`src/rtl/mger_pkg.sv`:
```
// Shared types and constants for the MGER high-block datapath helpers.
// The divider FSM states and default operand widths live here.
package mger_pkg;

    typedef enum logic [1:0] {
        IDLE = 2'd0,
        BUSY = 2'd1,
        DONE = 2'd2
    } state_t;

    localparam int DEF_DW = 8;
    localparam int DEF_VW = 4;

    localparam logic [DEF_DW-1:0] DZ_QUOTIENT = '1;

endpackage

```
`src/rtl/high_block_divider_div_step.sv`:
```
// One restoring-division step: shift in the next dividend bit, trial-subtract
// the divisor and keep the difference only when it did not go negative.
module div_step #(
    parameter int VW = 4
) (
    input  logic [VW-1:0] i_rem,
    input  logic          i_qMsb,
    input  logic [VW-1:0] i_div,
    output logic [VW-1:0] o_nextRem,
    output logic          o_qBit
);

    logic [VW:0] w_shifted;
    logic [VW:0] w_trial;

    // The remainder never reaches the divisor, so VW bits hold it after
    // either branch; only the trial difference needs the extra sign bit.
    assign w_shifted = {i_rem, i_qMsb};
    assign w_trial   = w_shifted - {1'b0, i_div};
    assign o_qBit    = ~w_trial[VW];
    assign o_nextRem = w_trial[VW] ? w_shifted[VW-1:0] : w_trial[VW-1:0];

endmodule

```
`src/rtl/high_block_divider.sv`:
```
// Iterative restoring divider: one quotient bit per clock, valid/ready on
// both sides, with a dedicated all-ones result for a zero divisor.
module high_block_divider
    import mger_pkg::*;
#(
    parameter int DW = DEF_DW,
    parameter int VW = DEF_VW
) (
    input  logic          clk,
    input  logic          rst_n,
    input  logic          in_valid,
    output logic          in_ready,
    input  logic [DW-1:0] dividend,
    input  logic [VW-1:0] divisor,
    output logic          out_valid,
    input  logic          out_ready,
    output logic [DW-1:0] quotient,
    output logic [VW-1:0] remainder,
    output logic          div_by_zero
);

    localparam int CW = $clog2(DW);

    state_t          r_state;
    logic [DW-1:0]   r_q;
    logic [VW-1:0]   r_rem;
    logic [VW-1:0]   r_div;
    logic [CW-1:0]   r_cnt;
    logic            r_inReady;
    logic            r_outValid;
    logic            r_dz;

    logic [VW-1:0]   w_nextRem;
    logic            w_qBit;

    div_step #(
        .VW(VW)
    ) u_step (
        .i_rem     (r_rem),
        .i_qMsb    (r_q[DW-1]),
        .i_div     (r_div),
        .o_nextRem (w_nextRem),
        .o_qBit    (w_qBit)
    );

    // A zero divisor enters DONE with out_valid still low and raises it one
    // cycle later, so its result appears one edge after the accept.
    always_ff @(posedge clk or negedge rst_n) begin
        if (!rst_n) begin
            r_state    <= IDLE;
            r_q        <= '0;
            r_rem      <= '0;
            r_div      <= '0;
            r_cnt      <= '0;
            r_inReady  <= 1'b1;
            r_outValid <= 1'b0;
            r_dz       <= 1'b0;
        end else begin
            case (r_state)
                IDLE: begin
                    if (in_valid) begin
                        r_cnt     <= '0;
                        r_div     <= divisor;
                        r_inReady <= 1'b0;
                        if (divisor != '0) begin
                            r_q     <= dividend;
                            r_rem   <= '0;
                            r_dz    <= 1'b0;
                            r_state <= BUSY;
                        end else begin
                            r_q     <= '1;
                            r_rem   <= dividend[VW-1:0];
                            r_dz    <= 1'b1;
                            r_state <= DONE;
                        end
                    end
                end
                BUSY: begin
                    r_q   <= {r_q[DW-2:0], w_qBit};
                    r_rem <= w_nextRem;
                    r_cnt <= r_cnt + 1'b1;
                    if (r_cnt == CW'(DW - 1)) begin
                        r_state    <= DONE;
                        r_outValid <= 1'b1;
                    end
                end
                DONE: begin
                    if (!r_outValid) begin
                        r_outValid <= 1'b1;
                    end else if (out_ready) begin
                        r_outValid <= 1'b0;
                        r_inReady  <= 1'b1;
                        r_state    <= IDLE;
                    end
                end
                default: begin
                    r_state    <= IDLE;
                    r_inReady  <= 1'b1;
                    r_outValid <= 1'b0;
                end
            endcase
        end
    end

    assign in_ready    = r_inReady;
    assign out_valid   = r_outValid;
    assign quotient    = r_q;
    assign remainder   = r_rem;
    assign div_by_zero = r_dz;

endmodule

```
`config.mk`:
```
export PLATFORM = sky130hd
export DESIGN_NAME = high_block_divider
export DESIGN_NICKNAME = d
export VERILOG_FILES = /design/src/rtl/mger_pkg.sv /design/src/rtl/high_block_divider_div_step.sv /design/src/rtl/high_block_divider.sv
export SDC_FILE = /design/constraint.sdc
export NUM_CORES = 1
export LEC_CHECK = 0
export ABC_AREA = 1
export CORE_MARGIN = 2
export CORE_UTILIZATION = 41
export CTS_CLUSTER_DIAMETER = 60
export DETAILED_ROUTE_END_ITERATION = 8
export PLACE_DENSITY = 0.65
export SLEW_MARGIN = 20
export SYNTH_ARGS = -nofsm -noshare
export SYNTH_HDL_FRONTEND = slang
export SYNTH_SLANG_ARGS = --single-unit
```
`constraint.sdc`:
```
create_clock -name clk -period 2.32 [get_ports clk]
set_input_delay 0.464 -clock clk [delete_from_list [all_inputs] [get_ports clk]]
set_output_delay 0.464 -clock clk [all_outputs]
set_load 0.005 [all_outputs]
```
# --- Word-level counts from Yosys, hierarchy flattened ---
# Cells that the tools add are included.
classes:
  bitwise_logic: 3
  add_sub_neg: 2
  n_reduce_logical: 8
  n_mux: 24
  n_eq_ne: 7
op_table:
  columns: ["cell", "count"]
  rows:
  - ["2-to-1 mux 8 bit", 2]
  - ["one-hot mux 8 bit (2 select lines)", 1]
  - ["2-to-1 mux 4 bit", 3]
  - ["2-to-1 mux 2 bit", 5]
  - ["inequality test 2 bit, second input constant", 4]
  - ["one-hot mux 4 bit (2 select lines)", 1]
  - ["AND reduction 4 bit", 2]
  - ["2-to-1 mux 1 bit", 7]
  - ["one-hot mux 1 bit (3 select lines)", 2]
  - ["one-hot mux 2 bit (3 select lines)", 1]
  - ["one-hot mux 3 bit (2 select lines)", 1]
  - ["AND reduction 2 bit", 3]
  - ["subtractor 5 x 4 -> 5 bit", 1]
  - ["nonzero test 4 bit", 1]
  - ["adder 3 x 1 -> 3 bit, second input constant", 1]
  - ["equality test 3 bit, second input constant", 1]
  - ["2-to-1 mux 3 bit", 1]
  - ["NOT 1 bit", 3]
  - ["equality test 2 x 1 -> 1 bit, second input constant", 1]
  - ["equality test 2 bit, second input constant", 1]
  - ["logical NOT 2 bit", 1]
  - ["nonzero test 2 bit", 1]
word_totals:
  inputBits: 16
  elab_cells: 52
  reg_bits: 24
  out_inout_bits: 15

# --- Longest topological paths before layout ---
logic_depth:
  word_depth: 4
  mapped_depth: 11
  ltp_nobuf: 11

# --- Modules after synthesis ---
# Synthesis repeated with hierarchy kept, for this count alone.
hier_totals:
  cells_unflattened: 199
  area_unflattened_um2: 1549.0
modules_own_cells:
  columns: ["module", "instances", "cells_each", "area_per_inst_um2"]
  rows:
  - ["high_block_divider", 1, 150, 1261.2]
  - ["div_step", 1, 49, 287.8]

# --- Worst setup path before layout ---
# No wires, ideal clock.
synth_timing:
  path_kind: "flip-flop to flip-flop"
  startpoint: "reg r_div[0]"
  endpoint: "reg r_rem[3], in the netlist remainder[3]"
  slack_ns: 0.659
  arrival_time_ns: 1.539
  stages_incl_launch_ff: 11
  period_less_slack_ns: 1.661
  cell_sequence: "dfrtp_1 > ha_1 > fa_1 > inv_1 > nand2_1 > nand2_1 > nand3_1 > nand2_1 > nand3_1 > nand2_1 > a21oi_1"
synth_between:
  elab_chain_len: 3
synth_rtl:
  columns: ["item", "line", "source"]
  rows:
  - ["start: declaration", "high_block_divider.sv:27", "logic [VW-1:0] r_div;"]
  - ["start signal: assignment", "high_block_divider.sv:63", "r_div <= divisor;"]
  - ["subtractor 5 x 4 -> 5 bit", "high_block_divider_div_step.sv:19", "assign w_trial = w_shifted - {1'b0, i_div};"]
  - ["2-to-1 mux 4 bit", "high_block_divider_div_step.sv:21", "assign o_nextRem = w_trial[VW] ? w_shifted[VW-1:0] : w_trial[VW-1:0];"]
  - ["one-hot mux 4 bit (2 select lines)", "high_block_divider.sv:59", "case (r_state)"]
  - ["end signal: assignment", "high_block_divider.sv:72", "r_rem <= dividend[VW-1:0];"]
  - ["end signal: assignment", "high_block_divider.sv:80", "r_rem <= w_nextRem;"]
  - ["end: declaration", "high_block_divider.sv:26", "logic [VW-1:0] r_rem;"]
# Every way passes these cells.
# A chain may end at the register's enable or synchronous reset.

# --- Worst setup path in the final report ---
layout_timing:
  startpoint: "reg r_q[7], in the netlist quotient[7]"
  endpoint: "reg r_rem[2], in the netlist remainder[2]"
layout_between:
  elab_chain_len: 3
layout_rtl:
  columns: ["item", "line", "source"]
  rows:
  - ["start: declaration", "high_block_divider.sv:25", "logic [DW-1:0] r_q;"]
  - ["start signal: assignment", "high_block_divider.sv:66", "r_q <= dividend;"]
  - ["start signal: assignment", "high_block_divider.sv:79", "r_q <= {r_q[DW-2:0], w_qBit};"]
  - ["subtractor 5 x 4 -> 5 bit", "high_block_divider_div_step.sv:19", null]
  - ["2-to-1 mux 4 bit", "high_block_divider_div_step.sv:21", null]
  - ["one-hot mux 4 bit (2 select lines)", "high_block_divider.sv:59", null]
# Every way passes these cells.

==> key figures <==
Layout
  • Share of cells above drive strength 1: between 6 and 7%
  • Antenna Cells: 0
  • Final net count: 237
  • Layout area overhead: 26.1%
  • Final Cell Area: approximately 0.0018 sq mm

Worst setup path
  • Startpoint types: flop
  • Worst Path Arrival: about 2100 ps
  • Crit Path Class: flop to flop
  • Critical path launch point: quotient[7]
  • WP data required: roughly 2500 ps
  • Origin of the critical flop-to-flop path: quotient[7]
  • Critical Path Sink Type: flop
  • Largest fanout on the critical path: 4

Clock tree
  • CTS tree: built
  • # clock sinks: 24
  • CTS Buffer Depth: 2
  • CTS buffer count: 3
  • Root Driver: clkbuf_4
  • Post-CTS Hold Buffers: 0
  • Total number of H-tree levels: 1
  • # Post-CTS Setup Buffers: 0
  • Reg clk slew, reported paths: 130 ps
  • Clock Latency Late Sink: ~310 ps
  • CTS resizes: 0

STA
  • Setup violations, final: 0
  • Slew @ Worst Pin: 578 ps
  • Setup TNS: 0 ps
  • Clk_skew: roughly 9.1 ps
  • RSZ-0062 raised after global routing: false
  • Final Hold Viols: 0
  • Final Max Tran Viols: 0
  • Worst slew margin: between 60% and 70%
  • Tmin final: ~1900 ps
  • Period utilization: a little over 80%
  • Max Fclk: 0.528 GHz

Pwr
  • Clk network pwr share: 7.5%
  • PD cells: about 1400 mW/mm^2
  • Internal: ~1400 uW
  • Pleak: 0.000868 uW
  • Combinational share of power: 61.5%
  • Maximum vdd drop: approximately 0.55 mV
  • Flop pwr share: 31.0%
  • Switching share of power: 44.8%
  • Sw Pwr: ~1100 uW

Floorplanning
  • # rows: 21
  • Die area: slightly below 0.004 sq mm
  • Die X-Extent: around 63 um
  • I/O pin total: 31
  • Starting Density: a little over two fifths
  • CORE AREA: ~0.0033 sq mm
  • Die Y: ~63 um

GRT
  • Grt total ovfl: 0
  • Antenna violations before repair: 0
  • Met3 usage: about 3.6%
  • Met1 usage: 23.3%
  • GRT busiest layer: met2
  • Largest net degree at the start of global routing: 25
  • Gr usage total: 17.4%
  • Met2 Use GR: 28.9%
  • Vias in the first global route: 1286
  • First-pass GRT wire length: ~5.6 mm

Synthesis
  • Async SR Flop Fraction: between 90% and 100%
  • Yosys top cell by area: dfrtp_1
  • Synthesis-stage register bit count: 24
  • Synth top area cells: dfrtp_1 (41%), nand2_1 (10%), ha_1 (8.0%)
  • Avg Inst Size Synth: between 7 and 8 sq um
  • Syn Inst Count: 179
  • Synth Flop Type: dfrtp_1
  • Yosys cell types: 26
  • Synthesized cell area: roughly 0.0014 sq mm
  • Synth warn: 0
  • Commonest cells in the netlist: nand2_1 (38), inv_1 (24), dfrtp_1 (23), nand3_1 (18), a21oi_1 (16)
  • Post-synth EDFFs: 0
  • Sequential element share of the synthesized area: 42.7%
  • Post-synthesis net count: roughly 210
  • Count leader, synth: nand2_1
  • Synth top area share: approximately two fifths

Drt
  • Drt via density: around 5
  • Vias: about 1300
  • Starting DRT DRC Count: 53
  • ANT nets after route: 0
  • DRC Markers: 0
  • Routed len/inst: roughly 12 um
  • WL final: slightly above 3 mm
  • Drt pass-1 iters: 4

Place
  • Placed Area: between 0.0015 and 0.002 sq mm
  • Buffers on Ports: 30
  • Routability cong.: around 0.88
  • HPWL Detailed: 2.43 mm

Hold path
  • Min-delay worst type: input pin to async pin

Job
  • Max Cap Violations: 0

Status
  • Outcome: finished, final reports clean
cells in the final DEF, fill, tap and decap left out, types with 2 or more instances in the layout:
cell and n:
inv_1 24, inv_2 2, a31oi_1 3, o21ai_0 13, dfrtp_1 23, nand2_1 38
ha_1 9, nand3_1 18, a21oi_1 16, buf_4 3, nor2_1 13, a22oi_1 3
clkbuf_4 3, clkdlybuf4s50_1 30
power by group through the flow:
stage	Combinational [uW]	Sequential, uW	Clock (uW)
finish	1540	776	188
global route	1790	806	215
CTS	1550	778	197
detailed placement	1540	787	0
global placement	1510	779	0
floorplan	1070	762	0
worst paths after layout:
check / slack [ps] / to / cells past startpoint
hold reg to reg: 490 / r_cnt[0] / 1
min in group clk: 490 / r_cnt[0] / 1
setup / recovery: 430 / remainder[2] / 11
setup reg to reg: 430 / remainder[2] / 11
hold / removal: 490 / quotient[7] / 2
max in group asynchronous: 1520 / in_ready / 2
metal layers:
metal / share of wire [%] / vias to the layer above
met5: 0 / -
met4: 1.1 / 0
met3: 4.4 / 6
met2: 48 / 35
met1: 46 / 588
li1: - / 647
sequential cells by signal (all words and copies together), names as in the netlist:
name,cells
r_state,2
out_valid,1
in_ready,1
remainder,4
r_div,4
r_cnt,3
quotient,8
div_by_zero,1
layout make-up:
cell class	count	area (sq um)
Clock buffer	4	26.3
Fill cell	329	1530
Inverter	26	97.6
Multi-Input combinational cell	123	672
Sequential cell	24	602
Tap cell	46	57.6
Timing Repair Buffer	33	323
worst max-delay path, stage by stage (launching register included):
cell and delay (ps):
dfrtp_1 360, inv_1 70, ha_1 210, fa_1 410, inv_1 100, nand2_1 50
nand2_1 80, nand3_1 150, nand2_1 140, nand2_1 70, nand3_1 70, a21oi_1 70
per-stage QoR:
| step | power, uW | util, % | hold slack [ps] | setup WS, ps | std cells |
|---|---|---|---|---|---|
| after floorplan | 1830 | - | 168 | 659 | 179 |
| after global placement | 2290 | 52.9 | 467 | 483 | 252 |
| after detailed placement | 2330 | 52.9 | 469 | 444 | 252 |
| after CTS | 2530 | 53.7 | 495 | 445 | 256 |
| after global routing | 2810 | 53.7 | 527 | 249 | 256 |
| final | 2510 | 53.7 | 491 | 426 | 256 |
kinds of logic (layout without fill, tap and decap cells):
family | after synthesis | in the layout | share of synthesized area [%]
AO/OA/AOI/OAI | 39 | 39 | 15.4
XOR/XNOR | 1 | 1 | 0.621
adder cells (fa/ha/maj) | 10 | 10 | 9.41
buffers and inverters | 32 | 63 | 9.67
flip-flops | 24 | 24 | 42.7
AND/OR/NAND/NOR | 73 | 73 | 22.3
Power figures use the tool's default switching activity.
